<file path="src/rtl/cpu_timing_pkg.sv">
// Shared definitions for the CPU timing generator and the control decoder.
//   phase_t     : registered timing phase codes (RESET..HALTED)
//   GRP_*       : instruction group codes presented on `group`
//   group_of()  : maps the two top instruction bits to a group code
package cpu_timing_pkg;

  typedef enum logic [2:0] {
    PH_RESET  = 3'd0,
    PH_FETCH  = 3'd1,
    PH_DECODE = 3'd2,
    PH_EXEC   = 3'd3,
    PH_PAUSE  = 3'd4,
    PH_HALTED = 3'd5
  } phase_t;

  localparam logic [1:0] GRP_A = 2'b00;
  localparam logic [1:0] GRP_B = 2'b01;
  localparam logic [1:0] GRP_C = 2'b10;

  // Top bit 0 selects group A regardless of the next bit.
  function automatic logic [1:0] group_of(input logic [1:0] top);
    if (!top[1])     return GRP_A;
    else if (!top[0]) return GRP_B;
    else             return GRP_C;
  endfunction

endpackage

</file>
<file path="src/rtl/cpu_timing_seq_beat_len_lut.sv">
// beat_len_lut: combinational group -> last execute-beat index (N-1).
//   group    in  2       : group code (GRP_A/B/C)
//   last_idx out BEAT_W  : index of the final EXEC beat for that group
// Beat counts are elaboration constants; an out-of-range count stops elaboration.
module beat_len_lut
  import cpu_timing_pkg::*;
#(
  parameter int BEAT_W = 3,
  parameter int NA     = 1,
  parameter int NB     = 2,
  parameter int NC     = 3
) (
  input  logic [1:0]        group,
  output logic [BEAT_W-1:0] last_idx
);

  localparam int MAX_N = 1 << BEAT_W;

  if (NA < 1 || NA > MAX_N || NB < 1 || NB > MAX_N || NC < 1 || NC > MAX_N) begin : g_bad_n
    $error("beat_len_lut: every group beat count must lie in 1..2**BEAT_W");
  end

  localparam logic [BEAT_W-1:0] LAST_A = BEAT_W'(NA - 1);
  localparam logic [BEAT_W-1:0] LAST_B = BEAT_W'(NB - 1);
  localparam logic [BEAT_W-1:0] LAST_C = BEAT_W'(NC - 1);

  always_comb begin
    case (group)
      GRP_B:   last_idx = LAST_B;
      GRP_C:   last_idx = LAST_C;
      default: last_idx = LAST_A;  // unused code 11 behaves as group A
    endcase
  end

endmodule

</file>
<file path="src/rtl/cpu_timing_seq.sv">
// cpu_timing_seq: sequences FETCH, DECODE and a group-dependent number of EXEC
// beats per instruction, with wait-state hold, single-step and halt at
// instruction boundaries.
//   clk, reset (async, active-low)
//   ins        in  : instruction word, captured in FETCH
//   hold       in  : freezes all state while high; retire forced low
//   step_mode  in  : pause after every instruction
//   step       in  : pulse releasing PAUSE
//   halt_req   in  : level request to halt at the next boundary
//   resume     in  : pulse leaving HALTED (only with halt_req low)
//   ir         out : latched instruction
//   phase      out : current phase code (phase_t)
//   group      out : group of the latched instruction
//   beat       out : 0-based EXEC beat, zero elsewhere
//   last_beat  out : final EXEC beat of the instruction
//   retire     out : one-cycle pulse after the last beat
//   retired    out : retired-instruction count, wrapping
module cpu_timing_seq
  import cpu_timing_pkg::*;
#(
  parameter int INS_W  = 16,
  parameter int BEAT_W = 3,
  parameter int NA     = 1,
  parameter int NB     = 2,
  parameter int NC     = 3,
  parameter int CNT_W  = 16
) (
  input  logic              clk,
  input  logic              reset,
  input  logic [INS_W-1:0]  ins,
  input  logic              hold,
  input  logic              step_mode,
  input  logic              step,
  input  logic              halt_req,
  input  logic              resume,
  output logic [INS_W-1:0]  ir,
  output logic [2:0]        phase,
  output logic [1:0]        group,
  output logic [BEAT_W-1:0] beat,
  output logic              last_beat,
  output logic              retire,
  output logic [CNT_W-1:0]  retired
);

  phase_t              state, state_d;
  logic [BEAT_W-1:0]   beat_d;
  logic [BEAT_W-1:0]   last_idx;
  logic                load_ir;
  logic                boundary;

  beat_len_lut #(
    .BEAT_W(BEAT_W), .NA(NA), .NB(NB), .NC(NC)
  ) u_lut (
    .group   (group),
    .last_idx(last_idx)
  );

  assign phase     = state;
  assign last_beat = (state == PH_EXEC) && (beat == last_idx);

  always_comb begin
    // NOTE: every always_comb output gets a default first so no path can infer a latch.
    state_d  = state;
    beat_d   = beat;
    load_ir  = 1'b0;
    boundary = 1'b0;
    // Hold freezes everything; pulses arriving under hold are deliberately dropped.
    if (!hold) begin
      case (state)
        PH_RESET:  state_d = PH_FETCH;
        PH_FETCH: begin
          load_ir = 1'b1;
          state_d = PH_DECODE;
        end
        PH_DECODE: begin
          beat_d  = '0;
          state_d = PH_EXEC;
        end
        PH_EXEC: begin
          if (last_beat) begin
            boundary = 1'b1;
            beat_d   = '0;
            if (halt_req)       state_d = PH_HALTED;
            else if (step_mode) state_d = PH_PAUSE;
            else                state_d = PH_FETCH;
          end else begin
            beat_d = beat + BEAT_W'(1);
          end
        end
        PH_PAUSE: begin
          if (halt_req)  state_d = PH_HALTED;
          else if (step) state_d = PH_FETCH;
        end
        PH_HALTED: begin
          if (resume && !halt_req) state_d = PH_FETCH;
        end
        default:   state_d = PH_RESET;
      endcase
    end
  end

  always_ff @(posedge clk or negedge reset) begin
    if (!reset) begin
      state   <= PH_RESET;
      ir      <= '0;
      group   <= GRP_A;
      beat    <= '0;
      retire  <= 1'b0;
      retired <= '0;
    end else begin
      // NOTE: sequential state uses non-blocking assignments so every register sees pre-edge values.
      state  <= state_d;
      beat   <= beat_d;
      retire <= boundary;
      if (load_ir) begin
        ir    <= ins;
        // Group is taken straight from the incoming word so it is valid during DECODE.
        group <= group_of(ins[INS_W-1 -: 2]);
      end
      if (boundary) retired <= retired + CNT_W'(1);
    end
  end

endmodule

</file>
<file path="config.mk">
export PLATFORM = sky130hd
export DESIGN_NAME = cpu_timing_seq
export DESIGN_NICKNAME = d
export VERILOG_FILES = /design/src/rtl/cpu_timing_pkg.sv /design/src/rtl/cpu_timing_seq_beat_len_lut.sv /design/src/rtl/cpu_timing_seq.sv
export SDC_FILE = /design/constraint.sdc
export NUM_CORES = 1
export LEC_CHECK = 0
export BUFFER_PORTS_ARGS = -buffer_cell sky130_fd_sc_hd__buf_2
export CORE_MARGIN = 1.5
export CORE_UTILIZATION = 49
export CTS_CLUSTER_DIAMETER = 30
export CTS_CLUSTER_SIZE = 20
export DETAILED_ROUTE_END_ITERATION = 6
export PLACE_DENSITY = 0.78
export SYNTH_ARGS = -nofsm -noshare
export SYNTH_HDL_FRONTEND = slang
export SYNTH_SLANG_ARGS = --single-unit
</file>
<file path="constraint.sdc">
create_clock -name clk -period 2.5 [get_ports clk]
set_input_delay 0.75 -clock clk [delete_from_list [all_inputs] [get_ports clk]]
set_output_delay 0.75 -clock clk [all_outputs]
set_load 0.1 [all_outputs]
</file>
Word-level counts from Yosys, hierarchy flattened

Cells that the tools add are included.

Register bits after elaboration: 41
Input bits: 23
Output and inout bits: 42
Word-level logic and storage cells: 44

Add/subtract/negate cells: 2
Eq/ne operators: 11
Multiplexer cells: 17
Bitwise gates (word level): 1
Reductions and logical operators: 7

Operators with widths:

| cell                    | number |
|---|---|
| $mux W3                 | 7 |
| $pmux W3 S6             | 1 |
| $add A16 B1 Y16 const B | 1 |
| $eq A3 B2 Y1 const B    | 2 |
| $eq A3 B3 Y1 const B    | 2 |
| $pmux W3 S2             | 1 |
| $mux W1                 | 5 |
| $mux W2                 | 2 |
| $ne A2 B2 Y1 const B    | 2 |
| $pmux W2 S2             | 1 |
| $reduce_and A4 Y1       | 1 |
| $add A3 B1 Y3 const B   | 1 |
| $eq A3 B1 Y1 const B    | 1 |
| $eq A3 B3 Y1            | 1 |
| $logic_not A3 Y1        | 1 |
| $ne A3 B3 Y1 const B    | 1 |
| $eq A2 B1 Y1 const B    | 1 |
| $eq A2 B2 Y1 const B    | 1 |
| $logic_and A1 B1 Y1     | 2 |
| $reduce_and A2 Y1       | 1 |
| $reduce_bool A2 Y1      | 1 |
| $logic_not A1 Y1        | 1 |
| $not A1 Y1              | 1 |

Logic depth before layout (Yosys ltp)

Gate-level depths: netlist (run 1).

Depth after elaboration: 7
Gate-level depth with buffers: 6
Mapped depth without buffers: 5

Cells and area by module

From an unflattened synthesis (run 1), not the netlist that was laid out.

Cell total of the unflattened synthesis: 157
Area, all modules: 1863.0 sq um

By module, submodules not included:

| module         | instances | cells an instance | area an instance (sq um) | seq. area each (sq um) |
|---|---|---|---|---|
| cpu_timing_seq | 1         | 153               | 1836.8                   | 1026.0 |
| beat_len_lut   | 1         | 4                 | 26.3                     | 0.0 |

Least setup slack after synthesis (run 1)

Ideal clock, no wire load.

Path type: register to output
Start point: reg beat[1]
End point: out last_beat
Data arrival time: 3090 ps
Data required time: 1750 ps
Slack: -1340 ps
Cell stages (with the launch flop): 6
Path buffers: 1
Cell sequence: dfrtp_1 and4bb_2 a311oi_2 or2_1 buf_6 nor2_1

Word-level cells in the longest chain between the ends: 2

Ends and longest elaborated chain:

| what                     | line                  | source |
|---|---|---|
| start: declaration       | cpu_timing_seq.sv:39  | `output logic [BEAT_W-1:0] beat,` |
| start signal: assignment | cpu_timing_seq.sv:113 | `beat <= beat_d;` |
| $eq A3 B3 Y1             | cpu_timing_seq.sv:59  | `assign last_beat = (state == PH_EXEC) && (beat == last_idx);` |
| $logic_and A1 B1 Y1      | cpu_timing_seq.sv:59  |  |
| end: declaration         | cpu_timing_seq.sv:40  | `output logic last_beat,` |

No other way between the ends.

Worst setup path after layout (run 1)

Start point: reg group[1]
End point: out last_beat

Word-level cells in the longest chain between the ends: 4
Elaborated cells on any way between the ends: 5
Classes of those cells: eq/ne (3); mux (1); reduce/logical (1)

Ends and longest elaborated chain:

| what                                         | line                              | source |
|---|---|---|
| start: declaration                           | cpu_timing_seq.sv:38              | `output logic [1:0] group,` |
| start signal: assignment                     | cpu_timing_seq.sv:118             | `group <= group_of(ins[INS_W-1 -: 2]);` |
| $eq A2 B2 Y1 or $eq A2 B1 Y1 (tied branches) | cpu_timing_seq_beat_len_lut.sv:28 | `case (group)` |
| $pmux W2 S2 (*)                              | cpu_timing_seq_beat_len_lut.sv:28 |  |
| $eq A3 B3 Y1 (*)                             | cpu_timing_seq.sv:59              |  |
| $logic_and A1 B1 Y1 (*)                      | cpu_timing_seq.sv:59              |  |

Mark *: on every way between the ends. The rest lies on a longest branch, timed or not.

==> metrics, run 1 <==
status=finished, violations left; failing checks=setup timing; post-layout net count=257; I/O pin count=65; synth top area cells=dfrtp_1 54%, mux2_2 10%, xnor2_1 3.7%, xor2_1 3.7%, nand2_1 2.6%; Post-CTS Hold Buffers=0; number of synthesis warnings=0; total congestion overflow=0; H-Tree Level Count=2; Antenna Nets Post-Route=0; Cell Area, Placed=2322 um^2; Crit. End Element=output pin; reg2reg start=beat[0]; Top Metal Used=met4; initial antenna violation count=0; Cell Area, Synth=1893 um^2; clk sinks=41; CP Data Required Time=1.75 ns; Final Setup Violations=1; Synth Flop Type=dfrtp_1; global-route usage over all layers=0.2110; pre-CTS WS=0.1218 ns; cell taking the most area after synthesis=dfrtp_1; Initial Utilization=0.5132; IO Port Bufs=64; Slew Limit Fails=0; Cell variety after synth=33; clock transition at the registers of the reported paths=0.08 ns; Syn Inst Count=156; RSZ-0062 raised after global routing=yes; Final Instance Area=2445 um^2; crit path kind=reg -> out; RePlAce Congestion=0.8330; Worst EP arrival=1.76 ns; Rows=22; DRT Pass-1 Iters=4; die area=4245 um^2; reg2reg path depth=7; vias in the first global route=1,478; global-route wire length before repair=6775 um; vias=1,471; largest net degree at the start of global routing=42; worst slew pin tran=0.4938 ns; setup ws final=-0.006905 ns; max_cap viols=0; Vias/cell=5.254; Root Driver=clkbuf_8; Routed WL per cell=14.29 um; met2 WL=1910 um; DRC Markers=0; Slew headroom=0.6677; synthesized flop and latch total=41; synthesized net count=181; P&R area growth vs syn=29.15%; async set or reset register ratio after synthesis=1.000; Crit. Startpoint=group[1]; number of synthesized flops with an enable pin=0; Final Util=0.6628; post-route minimum period=2.507 ns; WHS Path Cells=1; Period Utilization, post-route=1.003; # diodes=0; Die Width=65.16 um; Initial DRC Count=44; CTS tree=done; clock skew=0.007597 ns; layout cell share with drive strength beyond 1=0.4871; fraction of the yosys area taken by sequential cells=0.5420; wire length on met3=289 um; core area=3689 um^2; Worst Path Max Fanout=4; setup_tns=-0.006905 ns; DPL Wire Length=2857 um; number of CTS-inserted buffers=5; Die Y-Extent=65.16 um; Metal-1 WL=1732 um; hold_sp=retired[15]; top-area cell type share of the netlist area=0.5420; routed wire length=4000 um; Syn Area/Cell=12.14 um^2; type of the worst min-delay path=reg -> reg; final hold vios=0; Max clock buf depth=2; insertion delay to the later sink of the worst-skew pair=0.29 ns; startpoint types=flip-flop; f_max=398.9 MHz
-- sequential cells by signal (all words and copies together) (netlist names) --
signal   cells
group        2
beat         3
ir          16
phase        3
retire       1
retired     16
-- path summary, 6_finish.rpt --
| check | to | slack [ns] |
|---|---|---|
| worst max-delay path | last_beat | -0.007 |
| worst min-delay path | retired[15] | 0.47 |
| worst max register to register | retired[14] | 0.44 |
| worst min register to register | retired[15] | 0.47 |
| max in group asynchronous | group[0] | 1.59 |
| min in group asynchronous | retired[12] | 0.51 |
-- logic make-up after synthesis --
group                      synth area share
and+or+nand+nor                      0.1910
DFF                                  0.5420
muxes                                0.1064
xor gates and xnor gates            0.07403
AOI/OAI and AO/OA                   0.04362
buffers and inverters               0.02973
adders and majority gates           0.01322
-- cell usage in the layout, fill, tap and decap left out, types with 2 or more instances in the layout --
cell	count
xor2_1	8
and3_1	2
inv_1	4
nor3b_1	2
dfrtp_1	36
and2_1	2
mux2_2	17
nand4_1	7
clkbuf_8	5
nand2_1	13
xnor2_1	8
dfrtp_4	4
and4bb_2	2
nor4_4	2
buf_2	63
nor3_1	3
o21ai_0	9
nor2b_1	3
nor2_1	6
nand3_1	5
ha_1	2
buf_4	11
-- layer usage --
layer	global-route usage	up-vias
met4	0.07813	0
li1	-	703
met5	0	-
met2	0.3544	53
met3	0.06849	7
met1	0.2546	708
-- cell usage after synthesis, types with 3 or more instances --
cell     instances
buf_2            3
mux2_2          17
nand2_1         13
dfrtp_1         41
nand4_1          7
nor3b_1          3
nand3_1          5
xnor2_1          8
inv_1            4
nor3_1           3
xor2_1           8
o21ai_0          9
nor2b_1          3
nor2_1           7
-- worst max-delay path, cell delays in order, from the launching register on --
cell and delay [ns]:
dfrtp_4 0.51, and4bb_2 0.25, a311oi_2 0.28, or2_1 0.21
nor2_4 0.05, buf_12 0.16
-- what timing repair did --
item	CTS	global route
gates resized for setup	0	0
setup endpoints to repair	1	1
buffers inserted	5	1
pin swaps	4	2
-- area by class of cell --
| class | instances | area (um^2) |
|---|---|---|
| flip-flops and latches | 41 | 1042 |
| clock inverters | 1 | 5.005 |
| well taps | 48 | 60.06 |
| multi-input cells | 105 | 832.0 |
| clock buffers | 6 | 72.57 |
| repair buffers | 75 | 417.9 |
| inverters | 4 | 15.01 |
| fillers | 309 | 1244 |
-- stage by stage --
step,hold slack [ns],std cells
2_1_floorplan,0.4544,156
3_3_place_gp,0.4524,267
3_5_place_dp,0.4662,267
4_1_cts,0.4765,279
5_1_grt,0.5104,280
6_report,0.4729,280
Power of run 1 is left out: the tool's default activity adds up to more than one toggle a clock period on the data nets, which glitch-free logic cannot reach.
==> run 2, diff against run 1 <==
- SETUP_SLACK_MARGIN: default -> 0.4
==> run 2 against run 1 <==
  * The flow now finishes without violations
  * Highest routed layer unchanged
  * Non-clock buffer count down 2
  * Critical path depth unchanged
  * Clock-buffer cell count up 1
  * Die area unchanged
  * First-iteration DRC count up 32%
  * Critical path type unchanged
  * Flip-flop and latch count unchanged
==> metrics, run 2 (synthesis gave the netlist of run 1 again) <==
status=complete, no violations; WHS Endpoint=retired[15]; reg2reg path depth=6 (-1); Vias/cell=5.136 (-2.2%); Antenna Nets Post-Route=0 (unchanged); terminus of the critical flop-to-flop path=retired[1]; total congestion overflow=0 (unchanged); Final Non-Filler Cells=279 (-0.36%); reg2reg setup slack=0.53 ns (+0.09 ns); RePlAce Congestion=0.8256 (-0.89%); Initial Utilization=0.5132 (unchanged); global-route usage over all layers=0.1993 (-0.01167); hold_ws=0.4653 ns (-0.007659 ns); DRC Markers=0 (unchanged); core area=3689 um^2 (unchanged); Slew headroom=0.6669 (-0.0008030); Worst EP arrival=1.71 ns (-0.05 ns); worst slew pin tran=0.4996 ns (+0.005758 ns); Post-Place Cells=267 (unchanged); final hold vios=0 (unchanged); Regs by FF count=ir (16), retired (16); Period Utilization, post-route=0.9852 (-0.01757); DRT Pass-1 Iters=4 (unchanged); vias=1,433 (-2.6%); startpoint types=flip-flop; Slew Limit Fails=0 (unchanged); DPL Wire Length=2836 um (-0.71%); Die Y-Extent=65.16 um (unchanged); CP Data Required Time=1.75 ns (about the same); clk sinks=41 (unchanged); vias in the first global route=1,421 (-3.9%); hold_sp=retired[15]; crit path kind=reg -> out; Final Setup Violations=0 (-1); commonest cells after routing, fill and taps aside=62 x buf_2, 28 x dfrtp_1, 17 x mux2_2; initial antenna violation count=0 (unchanged); post-layout net count=255 (-0.78%); f_max=406.0 MHz (+1.8%); clock skew=0.006377 ns (-0.001220 ns); Initial DRC Count=58 (+32%); H-Tree Level Count=2 (unchanged); Worst Path Max Fanout=5 (+1); Routed WL per cell=13.88 um (-2.8%); Rows=22 (unchanged); WHS Path Cells=1 (unchanged); IO Port Bufs=64 (unchanged); RSZ-0062 raised after global routing=yes; type of the worst min-delay path=reg -> reg; CTS tree=done; Die Width=65.16 um (unchanged); Root Driver=clkbuf_8; clock transition at the registers of the reported paths=0.08 ns (about the same); reg2reg start=beat[0]; most common cell after layout, fill and taps aside=buf_2; routed wire length=3873 um (-3.2%); layout cell share with drive strength beyond 1=0.5238 (+0.03674); I/O pin count=65 (unchanged); post-route minimum period=2.463 ns (-0.04393 ns); Crit. End Element=output pin; largest net degree at the start of global routing=42 (unchanged); # diodes=0 (unchanged); P&R area growth vs syn=31.13%; global-route wire length before repair=6361 um (-6.1%); die area=4245 um^2 (unchanged); insertion delay to the later sink of the worst-skew pair=0.29 ns (about the same); number of CTS-inserted buffers=5 (unchanged); max_cap viols=0 (unchanged); Max clock buf depth=2 (unchanged)
[run 2: how the worst max path moves through the flow]
stage / from / end / slack (ns) / depth (start not counted)
after global routing: beat[1] / last_beat / -0.04 / 5
after global placement: hold / retired[12] / 0.28 / 6
final: beat[0] / last_beat / 0.04 / 5
after CTS: beat[0] / last_beat / -0.0003 / 5
after floorplan: group[0] / last_beat / -0.17 / 5
after detailed placement: hold / retired[12] / 0.17 / 6
[run 2: what timing repair did]
action	4_1_cts	5_1_grt
cloned	0	0
hold buffers	0	0
endpoints found under the hold margin	0	0
buffers inserted	4	0
endpoints found under the setup margin	1	3
gates resized for setup	0	1
pin swaps	4	1
[run 2: routing by layer]
layer / track usage / wire (um)
met2: 0.3299 / 1872
met4: 0.06250 / 38
met1: 0.2500 / 1707
met5: 0 / 0
met3: 0.06507 / 255
[run 2: metrics by stage]
| stage | utilization | cell area (um^2) | setup WS [ns] | TNS, ns |
|---|---|---|---|---|
| final | 0.6730 | 2482 | 0.03703 | 0 |
| after global routing | 0.6730 | 2482 | -0.03824 | -0.03824 |
| after CTS | 0.6723 | 2480 | -0.0002621 | -0.0002621 |
| after detailed placement | 0.6323 | 2332 | 0.1733 | 0 |
| after global placement | 0.6323 | 2332 | 0.2778 | 0 |
| after floorplan | - | 1936 | -0.1660 | -0.1660 |
[run 2: area by class of cell]
cell class | count | area [um^2]
fill | 308 | 1206
sequential | 41 | 1052
multi-input combinational | 105 | 832.0
timing repair buffer | 73 | 417.9
clock buffer | 7 | 96.34
tap | 48 | 60.06
inverter | 4 | 15.01
clock inverter | 1 | 8.758
[run 2: critical path, stage by stage, from the launching register on]
cell      delay [ns]
dfrtp_4         0.51
and4bb_2        0.30
a311oi_2        0.05
or2_1           0.27
nor2_4          0.11
buf_12          0.18
Power of run 2 is left out for the same reason.
==> run 3, diff against run 2 <==
- ABC_AREA: default -> 1
- CORE_UTILIZATION: 49 -> 50
==> run 3 against run 2 <==
  * Wire length rose by 26%
  * Critical path depth up 1
  * Core utilization is 1.7 points higher
  * Hold slack got worse by 0.12 ns
  * Final cell count rose by 48%
  * Synthesized cell count increased by 79%
  * Maximum frequency rose by 9.0%
  * Largest cell class unchanged
==> metrics, run 3 <==
Antenna Nets Post-Route=0 (unchanged); Power Dens Cells=1486 nW/um^2; worst slew pin tran=0.4961 ns (-0.003486 ns); fraction of the yosys area taken by sequential cells=0.4767 (-0.06523); Slew Limit Fails=0 (unchanged); internal power=1.701 mW; Synth Area in Adders=0.01163 (-0.001591); f_max=442.7 MHz (+9.0%); reg2reg setup slack=0.66 ns (+0.13 ns); most common cell after layout, fill and taps aside=nand2_1; Cell variety after synth=25 (-24%); Post-CTS Hold Buffers=0 (unchanged); terminus of the critical flop-to-flop path=retired[8]; CP Data Required Time=1.75 ns (about the same); Cell Area, Synth=2152 um^2 (+14%); cell taking the most area after synthesis=dfrtp_1; top-area cell type share of the netlist area=0.4767 (-0.06523); status=complete, no violations; Syn Inst Count=280 (+79%); core area=4058 um^2 (+10%); setup_tns=0 ns (unchanged); Worst Path Max Fanout=5 (unchanged); Initial Utilization=0.5304 (+0.01714); synthesized net count=305 (+69%); Crit path largest cell delay=0.52 ns (about the same); die area=4707 um^2 (+11%); global-route usage over all layers=0.2265 (+0.02722); number of synthesis warnings=0 (unchanged); RSZ-0062 raised after global routing=yes; final hold vios=0 (unchanged); type of the worst min-delay path=in -> async; Synth Area in Simple Gates=0.3797 (+0.1886); multiplexer area fraction after synthesis=0 (-0.1064); Die Width=68.61 um (+5.3%); Final Util=0.6898 (+0.01679); vias=2,035 (+42%); commonest cells after routing, fill and taps aside=133 x nand2_1, 63 x buf_2, 33 x dfrtp_1; most common cell in the netlist=nand2_1; clock transition at the registers of the reported paths=0.08 ns (about the same); CP Cell Sequence=inv_4 > a21oi_1 > nor2_2 > nand3_4 > clkinvlp_4 > buf_12; IO Port Bufs=64 (unchanged); Clk pwr share=0.135; Die Y-Extent=68.61 um (+5.3%); post-route minimum period=2.259 ns (-0.2039 ns); post-layout net count=386 (+51%); insertion delay to the later sink of the worst-skew pair=0.29 ns (about the same); Syn Area/Cell=7.686 um^2 (-37%); reg2reg start=group[1]; Rows=23 (+4.5%); Regs by FF count=ir (16), retired (16); CTS tree=done; P&R area growth vs syn=30.06%; Vias/cell=4.939 (-3.8%); Synth Flop Type=dfrtp_1; # diodes=0 (unchanged); total congestion overflow=0 (unchanged); async set or reset register ratio after synthesis=1.000 (unchanged); number of synthesized flops with an enable pin=0 (unchanged); combinational power share=0.615; Final Setup Violations=0 (unchanged); synth top area cells=dfrtp_1 48%, nand2_1 24%, nand3_1 3.3%, inv_1 3.0%, nand4_1 2.9%; Max clock buf depth=2 (unchanged); global-route wire length before repair=7935 um (+25%); DRT Pass-1 Iters=4 (unchanged); vias in the first global route=1,830 (+29%); synthesized flop and latch total=41 (unchanged); clk sinks=41 (unchanged); XOR/XNOR Fraction of Synth Area=0.04070 (-0.03333); Slew headroom=0.6715 (+0.004599); crit path kind=reg -> out; routed wire length=4870 um (+26%); Post-synth top cells=136 x nand2_1, 41 x dfrtp_1, 17 x inv_1; DPL Wire Length=3509 um (+24%); Routed WL per cell=11.82 um (-15%); reg2reg path depth=10 (+4); startpoint types=flip-flop; Root Driver=clkbuf_8; I/O pin count=65 (unchanged); clock skew=0.004741 ns (-0.001636 ns); Period Utilization, post-route=0.9036 (-0.08156); Crit. End Element=output pin; Sw Pwr=2.457 mW; initial antenna violation count=0 (unchanged); static leakage=1.513 nW; CP max-delay cell=dfrtp_4; sequential power share=0.250; RePlAce Congestion=0.8861 (+7.3%); number of CTS-inserted buffers=5 (unchanged); compound-gate portion of the synthesized area=0.03779 (-0.005831); worst IR drop on VDD=0.001247 V; largest family of logic cells by synthesized area=simple AND/OR/NAND/NOR gates; largest net degree at the start of global routing=18 (-57%); H-Tree Level Count=2 (unchanged); Worst EP arrival=1.51 ns (-0.20 ns); Net Sw Frac=0.5909; Initial DRC Count=124 (+110%); max_cap viols=0 (unchanged); layout cell share with drive strength beyond 1=0.3260 (-0.1978); DRC Markers=0 (unchanged)
-- run 3: worst max path at each step --
stage             start        end  slack, ns  cells after the start
2_1_floorplan  phase[0]  last_beat       0.19                      7
3_3_place_gp   phase[2]  last_beat       0.45                      6
3_5_place_dp   phase[2]  last_beat       0.41                      6
4_1_cts        group[0]  last_beat       0.28                      6
5_1_grt        group[0]  last_beat       0.17                      6
6_report       group[0]  last_beat       0.24                      6
-- run 3: final cells by class --
| cell class | count | area, um^2 |
|---|---|---|
| repair buffers | 78 | 440.4 |
| clock inverters | 2 | 37.54 |
| flip-flops and latches | 41 | 1051 |
| clock buffers | 6 | 82.58 |
| well taps | 50 | 62.56 |
| multi-input cells | 213 | 1028 |
| fillers | 340 | 1259 |
| inverters | 22 | 96.34 |
-- run 3: power by group through the flow --
stage / Clock (mW) / Sequential [mW] / Combinational (mW)
final: 0.563 / 1.04 / 2.56
after global routing: 0.599 / 1.06 / 2.70
after CTS: 0.571 / 1.03 / 2.50
after detailed placement: 0 / 1.05 / 2.40
after global placement: 0 / 1.04 / 2.38
after floorplan: 0 / 2.41 / 0.638
-- run 3: cells by family after synthesis --
| family | Yosys count |
|---|---|
| simple gates | 186 |
| flops | 41 |
| fa+ha+maj | 2 |
| xor+xnor | 10 |
| buf+inv | 26 |
| compound gates | 15 |
-- run 3: stage by stage --
stage	total power [mW]	instance area, um^2	cells	setup WS, ns	hold slack, ns
after global placement	3.417	2576	393	0.4468	0.4530
after global routing	4.363	2799	412	0.1742	0.3712
after detailed placement	3.448	2576	393	0.4130	0.4564
after floorplan	3.049	2188	280	0.1858	0.4544
final	4.158	2799	412	0.2409	0.3496
after CTS	4.108	2764	408	0.2787	0.3588
-- run 3: layer usage --
layer  routed length (um)  vias to the layer above  track usage
met4                   24                        0      0.05500
met5                    0                        -            0
met1                 2171                      930       0.2874
met2                 2415                       56       0.3786
li1                     -                     1044            -
met3                  259                        5      0.06818
-- run 3: repair_timing --
item | in CTS | in global routing
endpoints found under the setup margin | 1 | 1
buffers inserted | 7 | 4
pin swaps | 4 | 3
gates resized for setup | 7 | 2
-- run 3: critical path, delay by kind of cell (launching register included) --
kind,cells,cell delay (ns)
flip-flops,1,0.52
buffers and inverters,3,0.35
AND/OR/NAND/NOR,2,0.26
AO/OA/AOI/OAI,1,0.07
Power figures use the tool's default switching activity.
